## config.mk

```make
export PLATFORM = sky130hd
export DESIGN_NAME = siso_sched
export DESIGN_NICKNAME = d
export VERILOG_FILES = /design/src/rtl/siso_pkg.sv /design/src/rtl/siso_shifter.sv /design/src/rtl/siso_sched.sv
export SDC_FILE = /design/constraint.sdc
export NUM_CORES = 1
export LEC_CHECK = 0
export CAP_MARGIN = 20
export CORE_AREA = 2 2 50 52
export DETAILED_ROUTE_END_ITERATION = 8
export DIE_AREA = 0 0 52 54
export HOLD_SLACK_MARGIN = 0.05
export SLEW_MARGIN = 20
export SYNTH_ARGS = -nofsm -noshare
export SYNTH_HDL_FRONTEND = slang
export SYNTH_SLANG_ARGS = --single-unit
```

## constraint.sdc

```tcl
create_clock -name clk -period 1.5 [get_ports clk]
set_input_delay 0.3 -clock clk [delete_from_list [all_inputs] [get_ports clk]]
set_output_delay 0.3 -clock clk [all_outputs]
set_load 0.02 [all_outputs]
```

## src/rtl/siso_pkg.sv

```systemverilog
// Shared types for the serial scheduler: FSM state encoding and requester ids.
package siso_pkg;

  typedef enum logic [1:0] {
    IDLE  = 2'd0,
    SHIFT = 2'd1,
    PAR   = 2'd2,
    DONE  = 2'd3
  } state_t;

  localparam logic REQ0 = 1'b0;
  localparam logic REQ1 = 1'b1;

endpackage

```

## src/rtl/siso_shifter.sv

```systemverilog
// Parallel-load, shift-right register; bit 0 is the serial output.
module siso_shifter
  import siso_pkg::*;
#(
  parameter int WIDTH = 4
) (
  input  logic             clk,
  input  logic             rst,
  input  logic             i_load,
  input  logic             i_shift,
  input  logic [WIDTH-1:0] i_din,
  output logic             o_so
);

  logic [WIDTH-1:0] r_data;

  always_ff @(posedge clk or posedge rst) begin
    if (rst) begin
      r_data <= '0;
    end else if (i_load) begin
      r_data <= i_din;
    end else if (i_shift) begin
      r_data <= {1'b0, r_data[WIDTH-1:1]};
    end
  end

  assign o_so = r_data[0];

endmodule

```

## src/rtl/siso_sched.sv

```systemverilog
// Two-requester round-robin scheduler feeding one LSB-first serial line.
// Optional trailing even-parity bit: define SISO_SCHED_PARITY_EN.
module siso_sched
  import siso_pkg::*;
#(
  parameter int WIDTH = 4
) (
  input  logic             clk,
  input  logic             rst,
  input  logic             req0,
  input  logic [WIDTH-1:0] din0,
  input  logic             req1,
  input  logic [WIDTH-1:0] din1,
  output logic             gnt0,
  output logic             gnt1,
  output logic             so,
  output logic             busy,
  output logic             owner,
  output logic             done
);

  localparam int CW = $clog2(WIDTH + 1);
  localparam logic [CW-1:0] LAST = CW'(WIDTH - 1);

  state_t          r_state;
  logic [CW-1:0]   r_cnt;
  logic            r_ptr;
  logic            r_owner;
  logic            r_gnt0;
  logic            r_gnt1;
  logic            w_any;
  logic            w_win;
  logic            w_load;
  logic            w_shift;
  logic            w_sh_so;
  logic [WIDTH-1:0] w_din;
`ifdef SISO_SCHED_PARITY_EN
  logic            r_par;
`endif

  assign w_any   = req0 | req1;
  // Pointer only breaks ties; a lone requester always wins.
  assign w_win   = (req0 & req1) ? r_ptr : req1;
  assign w_din   = (w_win == REQ1) ? din1 : din0;
  assign w_load  = (r_state == IDLE) & w_any;
  assign w_shift = (r_state == SHIFT);

  siso_shifter #(.WIDTH(WIDTH)) u_shifter (
    .clk     (clk),
    .rst     (rst),
    .i_load  (w_load),
    .i_shift (w_shift),
    .i_din   (w_din),
    .o_so    (w_sh_so)
  );

  always_ff @(posedge clk or posedge rst) begin
    if (rst) begin
      r_state <= IDLE;
      r_cnt   <= '0;
      r_ptr   <= REQ0;
      r_owner <= REQ0;
      r_gnt0  <= 1'b0;
      r_gnt1  <= 1'b0;
`ifdef SISO_SCHED_PARITY_EN
      r_par   <= 1'b0;
`endif
    end else begin
      r_gnt0 <= 1'b0;
      r_gnt1 <= 1'b0;
      unique case (r_state)
        IDLE: begin
          if (w_any) begin
            r_state <= SHIFT;
            r_cnt   <= '0;
            r_owner <= w_win;
            r_ptr   <= ~w_win;
            r_gnt0  <= (w_win == REQ0);
            r_gnt1  <= (w_win == REQ1);
`ifdef SISO_SCHED_PARITY_EN
            r_par   <= ^w_din;
`endif
          end
        end
        SHIFT: begin
          r_cnt <= r_cnt + 1'b1;
          if (r_cnt == LAST) begin
`ifdef SISO_SCHED_PARITY_EN
            r_state <= PAR;
`else
            r_state <= DONE;
`endif
          end
        end
`ifdef SISO_SCHED_PARITY_EN
        PAR:  r_state <= DONE;
`endif
        DONE: r_state <= IDLE;
        default: r_state <= IDLE;
      endcase
    end
  end

  always_comb begin
    so = 1'b0;
    if (r_state == SHIFT) so = w_sh_so;
`ifdef SISO_SCHED_PARITY_EN
    if (r_state == PAR) so = r_par;
`endif
  end

  assign busy  = (r_state == SHIFT) | (r_state == PAR);
  assign done  = (r_state == DONE);
  assign gnt0  = r_gnt0;
  assign gnt1  = r_gnt1;
  assign owner = r_owner;

endmodule

```

==> impl_metrics.ini, run 1 <==
[critical_path]
crit_type = reg2out
cp-end-kind = primary output
slowest_stage = dfrtp_1
cpLargestDelayFamily = flip-flops
cp.arrival_ns = 1.15
cp_cell_sequence = buf_4 -> ha_1 -> buf_2
cp_max_fo = 3
required_ns = 1.20
critPathMaxStageDelay_ns = 0.40
critPathLaunchType = flop
cp.buffers_inverters = 2

[placed_design]
hpwl_um = 1292
gp_congestion = 0.7378
portBuffers = 17

[global_routing]
grt_max_degree = 14
grt_pass1_wl_um = 2663
antenna_found_initial = 0
gr-usage-all-layers = 0.1308
grt_overflow = 0
grt_pass1_vias = 631

[hold_path]
hp-class = in2async

[logic_synthesis]
synth_warnings = 0
synth-seq-area-share = 0.4348
syn-cell-area_um2 = 748.2
synth_cell_types = 28
yosys_register_bits = 13
synthCells = 77
syn_area_per_cell_um2 = 9.717
syn_nets = 95

[timing]
max-slew-margin-rel = 0.6746
fmax_ghz = 0.6874
tns_ns = 0
rsz0062_at_grt = true
min_period_ns = 1.455
worst_slew_pin_slew_ns = 0.4876
layout_worst_path_cycle_share = 0.9698
fin_skew_ns = 0.0005690
hold_violations = 0
setup-violations-final = 0
maxSlewViolCount = 0
whs_ns = 0.3404

[cts]
numClockSinks = 13
htree_levels = 1
cts_tree = done
cts.path.max_buffers = 2
numCtsBuffers = 3
clk_pin_slew_ns = 0.08
worstSkewPairLatency_ns = 0.27
cts_root_buffer = clkbuf_4

[route]
ant_nets = 0
drt_wl_total_um = 1563
drt_first_pass_iters = 3
vias_per_cell = 4.825
wl_per_cell_um = 11.41
drt_iter0_markers = 3
num_vias = 661
drc = 0

[pwr]
max-vdd-ir-drop_v = 0.001157
finalPower_uw = 2098
p_leak_uw = 0.0005060
p_per_area_nw_per_um2 = 1970

[floorplan]
die_h_um = 54
ios = 18
core_area_um2 = 2320
die_area_um2 = 2808
start_util = 0.3225
core.rowCount = 18
die_w_um = 52

[finish]
num-fill-cells = 239
drive_gt1_frac = 0.2617
area_growth_pct = 42.31
layout_common_cells = buf_4 (14), dfrtp_1 (13), clkdlybuf4s50_1 (11)
final_common_cell = buf_4
nNetsFinal = 126
n_antenna_cell = 0

[run]
cap_violations = 0

[status]
outcome = complete, no violations
final cells by class:
| class | count | area (um2) | share of cell area |
|---|---|---|---|
| multi-input combinational | 53 | 380.4 | 0.3572 |
| sequential | 13 | 325.3 | 0.3055 |
| timing repair buffer | 31 | 272.8 | 0.2562 |
| tap | 30 | 37.54 | 0.03525 |
| clock buffer | 4 | 26.28 | 0.02468 |
| inverter | 6 | 22.52 | 0.02115 |
synthesized netlist by cell type:
library cell | instances | share of area
ha_1 | 6 | 0.10
nor2_2 | 1 | 0.0084
a211o_1 | 1 | 0.012
nand3b_1 | 1 | 0.010
mux2i_1 | 2 | 0.027
buf_2 | 3 | 0.020
nand3_1 | 1 | 0.0067
a32o_1 | 2 | 0.027
a21o_1 | 1 | 0.010
o21ai_2 | 1 | 0.012
o21a_1 | 1 | 0.010
o311ai_0 | 1 | 0.012
o21ai_0 | 5 | 0.033
inv_1 | 6 | 0.030
nand2_1 | 4 | 0.020
nor2_1 | 2 | 0.010
xor2_1 | 1 | 0.012
nand4_1 | 6 | 0.050
nand2b_1 | 1 | 0.0084
buf_4 | 2 | 0.020
and2_1 | 2 | 0.017
nand2_2 | 1 | 0.0084
nor3_1 | 3 | 0.020
a21oi_1 | 4 | 0.027
o32a_1 | 1 | 0.013
a31oi_1 | 3 | 0.025
nor2b_1 | 2 | 0.017
dfrtp_1 | 13 | 0.43
state kept, by name (all words and copies together) (netlist names):
signal and flops:
r_cnt 3, gnt0 1, r_ptr 1, u_shifter.r_data 4
owner 1, gnt1 1, r_state 2
through the flow:
| step | setup slack (ns) | instances | cell area, um2 | util |
|---|---|---|---|---|
| finish | 0.04525 | 137 | 1065 | 0.4590 |
| global route | -0.01314 | 137 | 1065 | 0.4590 |
| CTS | 0.002924 | 137 | 1045 | 0.4504 |
| detailed placement | -0.1177 | 133 | 1031 | 0.4444 |
| global placement | -0.1027 | 133 | 1031 | 0.4444 |
| floorplan | 0.1781 | 77 | 748.2 | - |
kinds of logic after synthesis:
family,Yosys count,synth area share
multiplexers,2,0.02676
flip-flops,13,0.4348
XOR/XNOR,1,0.01171
AO/OA/AOI/OAI,20,0.1806
adder cells (fa/ha/maj),6,0.1003
AND/OR/NAND/NOR,24,0.1756
buffers and inverters,11,0.07022
layer usage:
metal | share of wire | wire (um) | GRT usage | up-vias
met5 | 0 | 0 | 0 | -
met4 | 0.012 | 19 | 0.07895 | 0
met3 | 0.036 | 57 | 0.01667 | 2
met2 | 0.51 | 795 | 0.2468 | 15
met1 | 0.44 | 691 | 0.1380 | 310
li1 | - | - | - | 334
path summary, 6_finish.rpt:
path	slack, ns	start	cells past startpoint	to
setup / recovery	0.05	r_state[0]	3	done
min in group clk	0.51	owner	1	owner
setup reg to reg	0.11	r_cnt[0]	4	r_cnt[2]
hold / removal	0.34	rst	2	gnt1
max in group asynchronous	0.83	rst	2	r_state[1]
hold reg to reg	0.51	owner	1	owner
power breakdown:
group          internal [uW]  switching, uW  leakage (uW)
Combinational            654            611      0.000331
Clock                    103            109     0.0000150
Sequential               513            107      0.000160
what timing repair did:
action / CTS / global route
pin swaps: 0 / 1
setup buffers: 0 / 0
resized for setup: 16 / 9
hold buffers: 0 / 0
endpoints found under the setup margin: 7 / 5
Note: power is estimated with default switching activity, not from simulation.
==> inputs of run 2 (changes only) <==
- CORE_AREA: 2 2 50 52 -> 2 2 48 50
- DIE_AREA: 0 0 52 54 -> 0 0 50 52
- SYNTH_HIERARCHICAL: default -> 1
==> run 2 against run 1 <==
Setup slack got worse by 0.010 ns. Sequential power down 4.8%. Register-to-register slack got worse by 0.08 ns. Combinational power fell by 17%. Die area fell by 7.4%. Core utilization increased by 2.3 points. Flip-flop and latch count unchanged. Largest power group unchanged.
==> impl_metrics.ini, run 2 <==
[pwr]
p_comb_frac = 0.572
netSwitchingPower_uw = 687.6
max-vdd-ir-drop_v = 0.0008654
p_seq_frac = 0.317
clockPowerShare = 0.111
switching_share = 0.3694
p_per_area_nw_per_um2 = 1834
p_int_uw = 1174
p_leak_uw = 0.0004904

[logic_synthesis]
ys.flop_type = dfrtp_1
synth_warnings = 6
ys_top_cells_by_count = dfrtp_1 (13), ha_1 (6), inv_1 (6), mux2_1 (6), nand2_1 (6)
synthCells = 63
synth_top_cell_by_area = dfrtp_1
synth-edff-count = 0
synth_cell_types = 20
synth_most_common_cell = dfrtp_1
yosys-top-cells-area = dfrtp_1 (47%), ha_1 (11%), mux2_1 (9.7%)
synth-seq-area-share = 0.4668
yosys_register_bits = 13
syn-cell-area_um2 = 696.9
ys_async_sr_fraction = 1.000
yosys.area.top_type_share = 0.4668
syn_area_per_cell_um2 = 11.06
syn_nets = 81

[route]
drt_first_pass_iters = 3
drt_wl_total_um = 1258
drc = 0
vias_per_cell = 4.430
ant_nets = 0
drt_iter0_markers = 5
num_vias = 536
wl_per_cell_um = 10.40

[global_routing]
antenna_found_initial = 0
gr-usage-all-layers = 0.1009
grt_max_degree = 11
grt_overflow = 0
grt_pass1_vias = 489
grt_pass1_wl_um = 1980

[timing]
maxSlewViolCount = 0
layout_worst_path_cycle_share = 0.9767
hold_violations = 0
rsz0062_at_grt = true
max-slew-margin-rel = 0.7726
timing.final.ws_setup_ns = 0.03494
min_period_ns = 1.465
setup-violations-final = 0
tns_ns = 0
fmax_ghz = 0.6826
worst_slew_pin_slew_ns = 0.3408
fin_skew_ns = 0.0008130

[floorplan]
core_area_um2 = 2106
die_h_um = 52
core.rowCount = 17
ios = 18
die_area_um2 = 2600
die_w_um = 50
start_util = 0.3310

[critical_path]
slowest_stage = dfrtp_1
critPathLaunchType = flop
cp.arrival_ns = 1.62
critPathMaxStageDelay_ns = 0.41
crit_type = reg2reg
cp.buffers_inverters = 1
cp_cell_sequence = inv_1 -> ha_2 -> or3b_1 -> a32o_2
cp-end-kind = flop
required_ns = 1.66
cpLargestDelayFamily = flip-flops
cp_max_fo = 4

[finish]
final_cell_count_no_fill = 121
area_growth_pct = 45.60
num-fill-cells = 199
postLayoutCoreUtil = 0.4819
final_common_cell = dfrtp_1
n_antenna_cell = 0
largest_register = u_shifter/r_data
drive_gt1_frac = 0.2903
largest_reg_flops = 4
reg_top3 = u_shifter/r_data x4, r_cnt x3, r_state x2
nNetsFinal = 112
layout_common_cells = dfrtp_1 (13), clkdlybuf4s50_1 (11), buf_4 (9)

[hold_path]
hp-class = in2async

[cts]
numClockSinks = 13
numCtsBuffers = 3
post_cts_buffers = 0
worstSkewPairLatency_ns = 0.26
cts_root_buffer = clkbuf_4
hold_buffers = 0
cts_tree = done
clk_pin_slew_ns = 0.08
htree_levels = 1
cts.path.max_buffers = 2

[placed_design]
dp_slack_ns = -0.2177
placedCellCount = 117
gp_congestion = 0.6771
hpwl_um = 980.1
portBuffers = 17

[run]
cap_violations = 0

[status]
outcome = complete, no violations
-- run 2: logic make-up after synthesis --
kind of cell / Yosys count / share of synthesized area
AO/OA/AOI/OAI: 14 / 0.1418
AND/OR/NAND/NOR: 13 / 0.1005
multiplexers: 9 / 0.1400
adder cells (fa/ha/maj): 6 / 0.1077
flip-flops: 13 / 0.4668
buffers and inverters: 8 / 0.04309
-- run 2: power by group through the flow --
stage               sequential, uW  combinational [uW]  clock [uW]
floorplan                      622                 569           0
global placement               596                 991           0
detailed placement             598                1000           0
CTS                            590                 971         220
global route                   607                1170         241
finish                         590                1060         207
-- run 2: per-layer routing --
metal	vias to the layer above	track usage	wire, um	share of wire
li1	275	-	-	-
met1	249	0.1209	571	0.45
met2	12	0.1711	635	0.50
met3	0	0.01724	51	0.041
met4	0	0.05556	0	0
met5	-	0	0	0
-- run 2: worst paths after layout --
kind | start | end | slack (ns) | cells after the start
min reg2reg | r_cnt[0] | r_cnt[0] | 0.49 | 1
max reg2reg | r_state[0] | r_cnt[1] | 0.03 | 4
min | rst | u_shifter/r_data[2] | 0.24 | 2
min in group clk | r_cnt[0] | r_cnt[0] | 0.49 | 1
max | r_state[0] | r_cnt[1] | 0.03 | 4
max in group asynchronous | rst | r_cnt[2] | 0.93 | 2
-- run 2: stage by stage --
| step | hold WS [ns] | cell area [um2] | total power (uW) |
|---|---|---|---|
| final | 0.2421 | 1015 | 1861 |
| after detailed placement | 0.4805 | 969.7 | 1600 |
| after global placement | 0.4738 | 969.7 | 1587 |
| after floorplan | 0.06608 | 696.9 | 1192 |
| after global routing | 0.2583 | 1015 | 2018 |
| after CTS | 0.2346 | 987.2 | 1781 |
-- run 2: timing repair --
| item | in CTS | in global routing |
|---|---|---|
| gates resized for setup | 17 | 10 |
| setup endpoints to repair | 6 | 6 |
| pin swaps | 0 | 1 |
-- run 2: layout make-up --
cell class                      count  area [um2]  share of cell area
Tap cell                           28       35.03             0.03453
Timing Repair Buffer               26       241.5              0.2380
Clock buffer                        4       26.28             0.02589
Sequential cell                    13       325.3              0.3206
Inverter                            8       30.03             0.02959
Multi-Input combinational cell     42       356.6              0.3514
==> inputs of run 3 (changes only) <==
==> constraint.sdc (replaced) <==
create_clock -name clk -period 1.5 [get_ports clk]
set_input_delay 0.375 -clock clk [delete_from_list [all_inputs] [get_ports clk]]
set_output_delay 0.375 -clock clk [all_outputs]
set_load 0.02 [all_outputs]
==> run 3 against run 2 <==
The run now ends with setup timing left. Sequential share of layout area is 0.76 points lower. Clock-buffer cell count unchanged. Clock skew hardly changed. Register-to-register slack better by 0.04 ns.
==> impl_metrics.ini, run 3 (synthesis results as in run 2) <==
[critical_path]
cp.buffers_inverters = 2
slowest_stage = dfrtp_2
crit_start = r_state[0]
crit_type = reg2out
cp.arrival_ns = 1.16
r2r_cells = 4
critPathMaxStageDelay_ns = 0.45
rr_endpoint = r_cnt[1]
crit_path_end = done
r2r_start = r_state[0]
cp_cell_sequence = buf_4 -> ha_2 -> buf_6
path_depth = 3
required_ns = 1.12
cp_max_fo = 4
cp-end-kind = primary output
cpLargestDelayFamily = flip-flops
r2r_slack_ns = 0.07
critPathLaunchType = flop

[floorplan]
ios = 18
die_area_um2 = 2600
core_area_um2 = 2106
core.rowCount = 17
die_w_um = 50
die_h_um = 52
start_util = 0.3310

[status]
violations = setup timing
outcome = finished, violations left

[timing]
max-slew-margin-rel = 0.7730
rsz0062_at_grt = true
min_period_ns = 1.532
fin_skew_ns = 0.0007996
fmax_ghz = 0.6527
hold_violations = 0
whs_ns = 0.3171
timing.final.ws_setup_ns = -0.03215
setup-violations-final = 2
worst_slew_pin_slew_ns = 0.3402
layout_worst_path_cycle_share = 1.021
maxSlewViolCount = 0

[finish]
layout_common_cells = dfrtp_1 (12), clkdlybuf4s50_1 (10), buf_4 (9)
area_growth_pct = 49.73
drive_gt1_frac = 0.3118
nNetsFinal = 112
largest_reg_flops = 4
n_antenna_cell = 0
largest_register = u_shifter/r_data
final_common_cell = dfrtp_1
reg_top3 = u_shifter/r_data x4, r_cnt x3, r_state x2

[global_routing]
gr-usage-all-layers = 0.1015
grt_pass1_vias = 489
grt_pass1_wl_um = 1994
grt_max_degree = 11
grt_overflow = 0
antenna_found_initial = 0

[route]
drt_first_pass_iters = 3
wl_per_cell_um = 10.40
ant_nets = 0
drc = 0
drt_iter0_markers = 5
drt_wl_total_um = 1258
vias_per_cell = 4.455
num_vias = 539

[run]
cap_violations = 0

[cts]
numClockSinks = 13
post_cts_buffers = 0
cts_tree = done
worstSkewPairLatency_ns = 0.26
cts.path.max_buffers = 2
htree_levels = 1
cts_root_buffer = clkbuf_4
numCtsBuffers = 3
clk_pin_slew_ns = 0.08

[placed_design]
gp_congestion = 0.6771
dp_slack_ns = -0.2927
hpwl_um = 980.1
portBuffers = 17

[pwr]
p_leak_uw = 0.0004810
p_per_area_nw_per_um2 = 1836
max-vdd-ir-drop_v = 0.0008725

[hold_path]
hp-class = in2async
## run 3: layer usage
layer	vias to the layer above	wire, um	GRT usage
met5	-	0	0
li1	276	-	-
met2	12	633	0.1711
met1	251	578	0.1227
met4	0	0	0.05556
met3	0	46	0.01724
## run 3: worst min path at each step
stage	startpoint	to	slack, ns	cells after the start
final	rst	u_shifter/r_data[2]	0.32	2
after global routing	rst	u_shifter/r_data[3]	0.33	2
after CTS	rst	u_shifter/r_data[3]	0.31	2
after detailed placement	r_cnt[0]	r_cnt[0]	0.48	1
after global placement	owner	owner	0.47	2
after floorplan	rst	u_shifter/r_data[0]	0.14	1
## run 3: what timing repair did
item                                    CTS  global route
endpoints found under the setup margin    8             5
gates resized for setup                  22            11
hold buffers                              0             0
pin swaps                                 1             3
## run 3: layout make-up
type / count / area [um2]
fill: 194 / 1062
multi-input combinational: 42 / 389.1
sequential: 13 / 326.6
timing repair buffer: 26 / 236.5
tap: 28 / 35.03
inverter: 8 / 30.03
clock buffer: 4 / 26.28
## run 3: metrics by stage
step	util	power [uW]	TNS [ns]	area, um2	instances
after global routing	0.4955	2084	-0.1755	1044	121
after detailed placement	0.4605	1600	-2.970	969.7	117
after CTS	0.4724	1821	-0.1195	994.7	121
final	0.4955	1916	-0.05498	1044	121
after floorplan	-	1192	0	696.9	63
after global placement	0.4605	1587	-2.704	969.7	117
## run 3: where the power goes
group          internal, uW  switching (uW)  leakage (uW)
logic                   588             519      0.000302
registers               508            93.9      0.000164
clock network           103             104     0.0000150
## run 3: worst register-to-register path: stages, from the launching register on
cell,delay [ns]
dfrtp_2,0.45
inv_2,0.08
ha_4,0.14
or3b_1,0.38
a32o_2,0.28
==> RTL edit 1, RTL diff (config.mk and constraints of run 2) <==
`WIDTH` is set to 4 in 2 places; all go to 8.
--- a/src/rtl/siso_shifter.sv
+++ b/src/rtl/siso_shifter.sv
@@ -2,7 +2,7 @@
 module siso_shifter
   import siso_pkg::*;
 #(
-  parameter int WIDTH = 4
+  parameter int WIDTH = 8
 ) (
   input  logic             clk,
   input  logic             rst,
--- a/src/rtl/siso_sched.sv
+++ b/src/rtl/siso_sched.sv
@@ -3,7 +3,7 @@
 module siso_sched
   import siso_pkg::*;
 #(
-  parameter int WIDTH = 4
+  parameter int WIDTH = 8
 ) (
   input  logic             clk,
   input  logic             rst,
Interface: changed (resized din0 and din1); port bits go from 18 to 26. No check against the original RTL was run, so the function may have changed too.
==> RTL edit 1 against run 2 <==
Area after synthesis grew 45%. Sequential cell count rose by 5. Cell area increased by 41%. Non-clock buffer count is 12 higher. Wire length is 52% higher. Power up 34%. Maximum frequency is 1.4% lower. Setup slack got worse by 21 ps. Clock power grew 14%. Largest cell class unchanged. Highest routed layer is now met4.
==> RTL edit 1: results <==
export IMPL_slowest_stage="dfrtp_1"
export IMPL_grt_pass1_vias=849
export IMPL_synth_compound_area_frac=0.1230
export IMPL_routabilityCongestion=0.7429
export IMPL_synthMuxAreaShare=0.1739
export IMPL_cts_buffers=3
export IMPL_grt_pass1_wl_mm=3.332
export IMPL_place_area_sq_um=1368
export IMPL_synth_area_leaders="dfrtp_1 (45%), mux2_1 (8.9%), mux2i_1 (7.0%)"
export IMPL_hold_path_class="in -> async"
export IMPL_antenna_found_initial=0
export IMPL_synth_cell_types=26
export IMPL_path_clk_slew_ps=100
export IMPL_finClkSkew_ps=3.732
export IMPL_cts_root_buf="clkbuf_4"
export IMPL_dp_cells=158
export IMPL_route_detailed_wl_per_inst_um=11.79
export IMPL_ir_drop_v=0.0009711
export IMPL_final_antenna_net_count=0
export IMPL_synthesis_nets=121
export IMPL_drt_total_wl_mm=1.910
export IMPL_first_pass_iters=4
export IMPL_vias_per_cell=5.043
export IMPL_grt_usage=0.1699
export IMPL_grt_max_degree=18
export IMPL_final_layout_size_suffix_gt1_frac=0.2239
export IMPL_outcome="finished clean"
export IMPL_io_buffers=25
export IMPL_synth_area_per_cell_sq_um=10.49
export IMPL_drtIter0Drc=9
export IMPL_critPathTopFamily="flip-flops"
export IMPL_relSlewSlack=0.7353
export IMPL_synthArstFlopShare=1.000
export IMPL_nNetsFinal=161
export IMPL_reg_top3="u_shifter/r_data x8, r_cnt x4, r_state x2"
export IMPL_clk_path_buf_depth=2
export IMPL_slowest_delay_ps=410
export IMPL_power_leakage_nw=0.6494
export IMPL_synthAdderAreaFrac=0.06211
export IMPL_crit_arrival_ps=1190
export IMPL_crit_fanout=3
export IMPL_insertion_delay_ps=280
export IMPL_p_int_w=0.001564
export IMPL_yosys_top_cells_count="dfrtp_1 (18), nand2_1 (13), mux2_1 (8), o21ai_1 (8)"
export IMPL_synth_seq_area_share=0.4472
export IMPL_place_hpwl_mm=1.501
export IMPL_nFillCells=165
==> RTL edit 1: changes by cell type after synthesis, sizes merged, moves of 3 or more <==
cell   before  now
buf         0    3
dfrtp      13   18
mux2        6    9
mux2i       3    7
nand2       6   14
o21ai      10   15
==> RTL edit 1: worst register-to-register path, stage by stage, from the launching register on <==
cell and delay [ps]:
dfrtp_2 450, inv_1 100, ha_4 170, or3b_4 400
nand4b_1 110, o211ai_1 80
==> RTL edit 1: area by class of cell <==
cell class / instances / area, sq um / area share
clock buffers: 3 / 22.52 / 0.01569
inverters: 6 / 22.52 / 0.01569
multi-input cells: 69 / 539.3 / 0.3758
flip-flops and latches: 18 / 451.7 / 0.3147
well taps: 28 / 35.03 / 0.02441
repair buffers: 38 / 364.1 / 0.2537
==> RTL edit 1: final timing paths <==
| path | cells after the start | startpoint | slack [ps] | to |
|---|---|---|---|---|
| max | 4 | r_state[1]$_DFFE_PP0P_ | 10 | so |
| min | 2 | rst | 280 | u_shifter/r_data[4]$_DFFE_PP0P_ |
| max reg2reg | 5 | r_state[0]$_DFFE_PP0P_ | 80 | r_cnt[2]$_DFFE_PP0P_ |
| min reg2reg | 2 | owner$_DFFE_PP0P_ | 510 | owner$_DFFE_PP0P_ |
| max in group asynchronous | 2 | rst | 880 | r_state[0]$_DFFE_PP0P_ |
| min in group clk | 2 | owner$_DFFE_PP0P_ | 510 | owner$_DFFE_PP0P_ |
==> RTL edit 1: power by group through the flow <==
stage               registers (W)  clock network (W)  logic [W]
global route             0.000855           0.000258    0.00158
CTS                      0.000813           0.000245    0.00134
global placement         0.000815                  0    0.00131
floorplan                0.000833                  0   0.000838
finish                   0.000823           0.000235    0.00143
detailed placement       0.000827                  0    0.00133
==> RTL edit 1: what timing repair did <==
item | 4_1_cts | 5_1_grt
endpoints found under the hold margin | 0 | 0
gates resized for setup | 20 | 11
setup endpoints to repair | 9 | 16
pin swaps | 0 | 0
setup buffers | 0 | 1
gates cloned | 0 | 0
==> RTL edit 1: kinds of logic after synthesis <==
group | after synthesis
simple gates | 26
compound gates | 22
flops | 18
mux | 16
buf+inv | 9
fa+ha+maj | 5
==> RTL edit 1: layer usage <==
| metal | GRT usage | vias up | routed length (um) |
|---|---|---|---|
| met4 | 0.06944 | 0 | 14 |
| met5 | 0 | - | 0 |
| met2 | 0.3311 | 16 | 1041 |
| li1 | - | 412 | - |
| met3 | 0.02586 | 2 | 54 |
| met1 | 0.1798 | 387 | 799 |
==> RTL edit 1: metrics by stage <==
step / setup WS (ps) / util
2_1_floorplan: 60.37 / -
3_3_place_gp: -170.5 / 0.6494
3_5_place_dp: -194.0 / 0.6494
4_1_cts: -37.34 / 0.6583
5_1_grt: -44.80 / 0.6815
6_report: 14.09 / 0.6815
==> RTL edit 2, RTL diff (flow settings as in run 2) <==
Without the edit above. Re-encode `state_t` (4 states) as one-hot, 4 bits wide.
--- a/src/rtl/siso_pkg.sv
+++ b/src/rtl/siso_pkg.sv
@@ -1,11 +1,11 @@
 // Shared types for the serial scheduler: FSM state encoding and requester ids.
 package siso_pkg;
 
-  typedef enum logic [1:0] {
-    IDLE  = 2'd0,
-    SHIFT = 2'd1,
-    PAR   = 2'd2,
-    DONE  = 2'd3
+  typedef enum logic [3:0] {
+    IDLE  = 4'b0001,
+    SHIFT = 4'b0010,
+    PAR   = 4'b0100,
+    DONE  = 4'b1000
   } state_t;
 
   localparam logic REQ0 = 1'b0;
Behaviour: no difference found for any inputs over 10 cycles, from zero or initial values and one cycle with rst high; not proved beyond that.
==> RTL edit 2 against run 2 <==
Critical path depth decreased by 1. Combinational power decreased by 22%. Final cell count increased by 3.3%. Sequential share of layout area increased by 1.8 points. Largest cell class is now registers. Wire length increased by 10%. Highest routed layer is now met4. Cell area increased by 2.2%. Critical path type is now reg -> out. Setup slack got worse by 25 ps. Power decreased by 9.1%. Area after synthesis increased by 5.2%. Sequential cell count increased by 1. Clock skew increased by 2.4 ps. Sequential power increased by 10%.
==> RTL edit 2: results <==
export IMPL_outcome="finished clean"
export IMPL_dr_wl_met2_um=693
export IMPL_netlist_area_sq_um=733.2
export IMPL_nFillCells=195
export IMPL_r2r_cells=6
export IMPL_route_met3_wl_um=43
export IMPL_ir_drop_v=0.0008279
export IMPL_top_layer="met4"
export IMPL_power_switching_w=0.0006238
export IMPL_place_hpwl_mm=1.131
export IMPL_clk_share=0.02533
export IMPL_synth_compound_area_frac=0.1433
export IMPL_synth_area_per_cell_sq_um=11.11
export IMPL_layout_area_seq_sq_um=351.6
export IMPL_cts_resized=16
export IMPL_dp_cells=121
export IMPL_synthMuxAreaShare=0.1229
export IMPL_first_pass_iters=4
export IMPL_crit_arrival_ps=1190
export IMPL_power_leakage_nw=0.4960
export IMPL_nonClkBufAreaFrac=0.2376
export IMPL_drtIter0Drc=13
export IMPL_comb_multi_input_count=43
export IMPL_worst_pin_slew_ps=410.6
export IMPL_synth_seq_cells=14
export IMPL_drt_total_wl_mm=1.385
export IMPL_grt_pass1_vias=563
export IMPL_power_density_nw_per_um2=1632
export IMPL_crit_fanout=3
export IMPL_buffers=28
export IMPL_synthesis_nets=80
export IMPL_multiInputGateArea_sq_um=347.8
export IMPL_grt_usage=0.1273
export IMPL_reg2reg_from="r_state[0]$_DFFE_PP1P_"
export IMPL_met3_usage=0.02586
export IMPL_synth_area_leaders="dfrtp_1 (44%), mux2_4 (8.2%), mux2i_1 (4.1%)"
export IMPL_synth_cell_types=23
export IMPL_synthAdderAreaFrac=0.03413
export IMPL_reg_top3="u_shifter/r_data x4, r_cnt x3, r_state x3"
==> RTL edit 2: cell types whose count changed after synthesis, moves of 3 or more <==
cell,before,now
nor3_1,0,3
ha_1,6,2
mux2_1,6,0
mux2_4,0,4
==> RTL edit 2: through the flow <==
step	area [sq um]	setup WS, ps	hold slack, ps
final	1037	9.743	238.3
after global routing	1037	-88.97	251.3
after CTS	1023	-51.03	234.5
after detailed placement	1012	-237.1	496.5
after global placement	1012	-202.8	489.6
after floorplan	735.7	-34.82	66.08
==> RTL edit 2: worst max-delay path by stage <==
stage | start | end | slack [ps] | cells past startpoint
6_report | r_state[3]$_DFFE_PP0P_ | so | 10 | 3
5_1_grt | r_state[3]$_DFFE_PP0P_ | so | -90 | 3
4_1_cts | r_state[3]$_DFFE_PP0P_ | so | -50 | 3
3_5_place_dp | req0 | u_shifter/r_data[3]$_DFFE_PP0P_ | -240 | 6
3_3_place_gp | r_state[3]$_DFFE_PP0P_ | so | -200 | 3
2_1_floorplan | r_state[3]$_DFFE_PP0P_ | so | -30 | 3
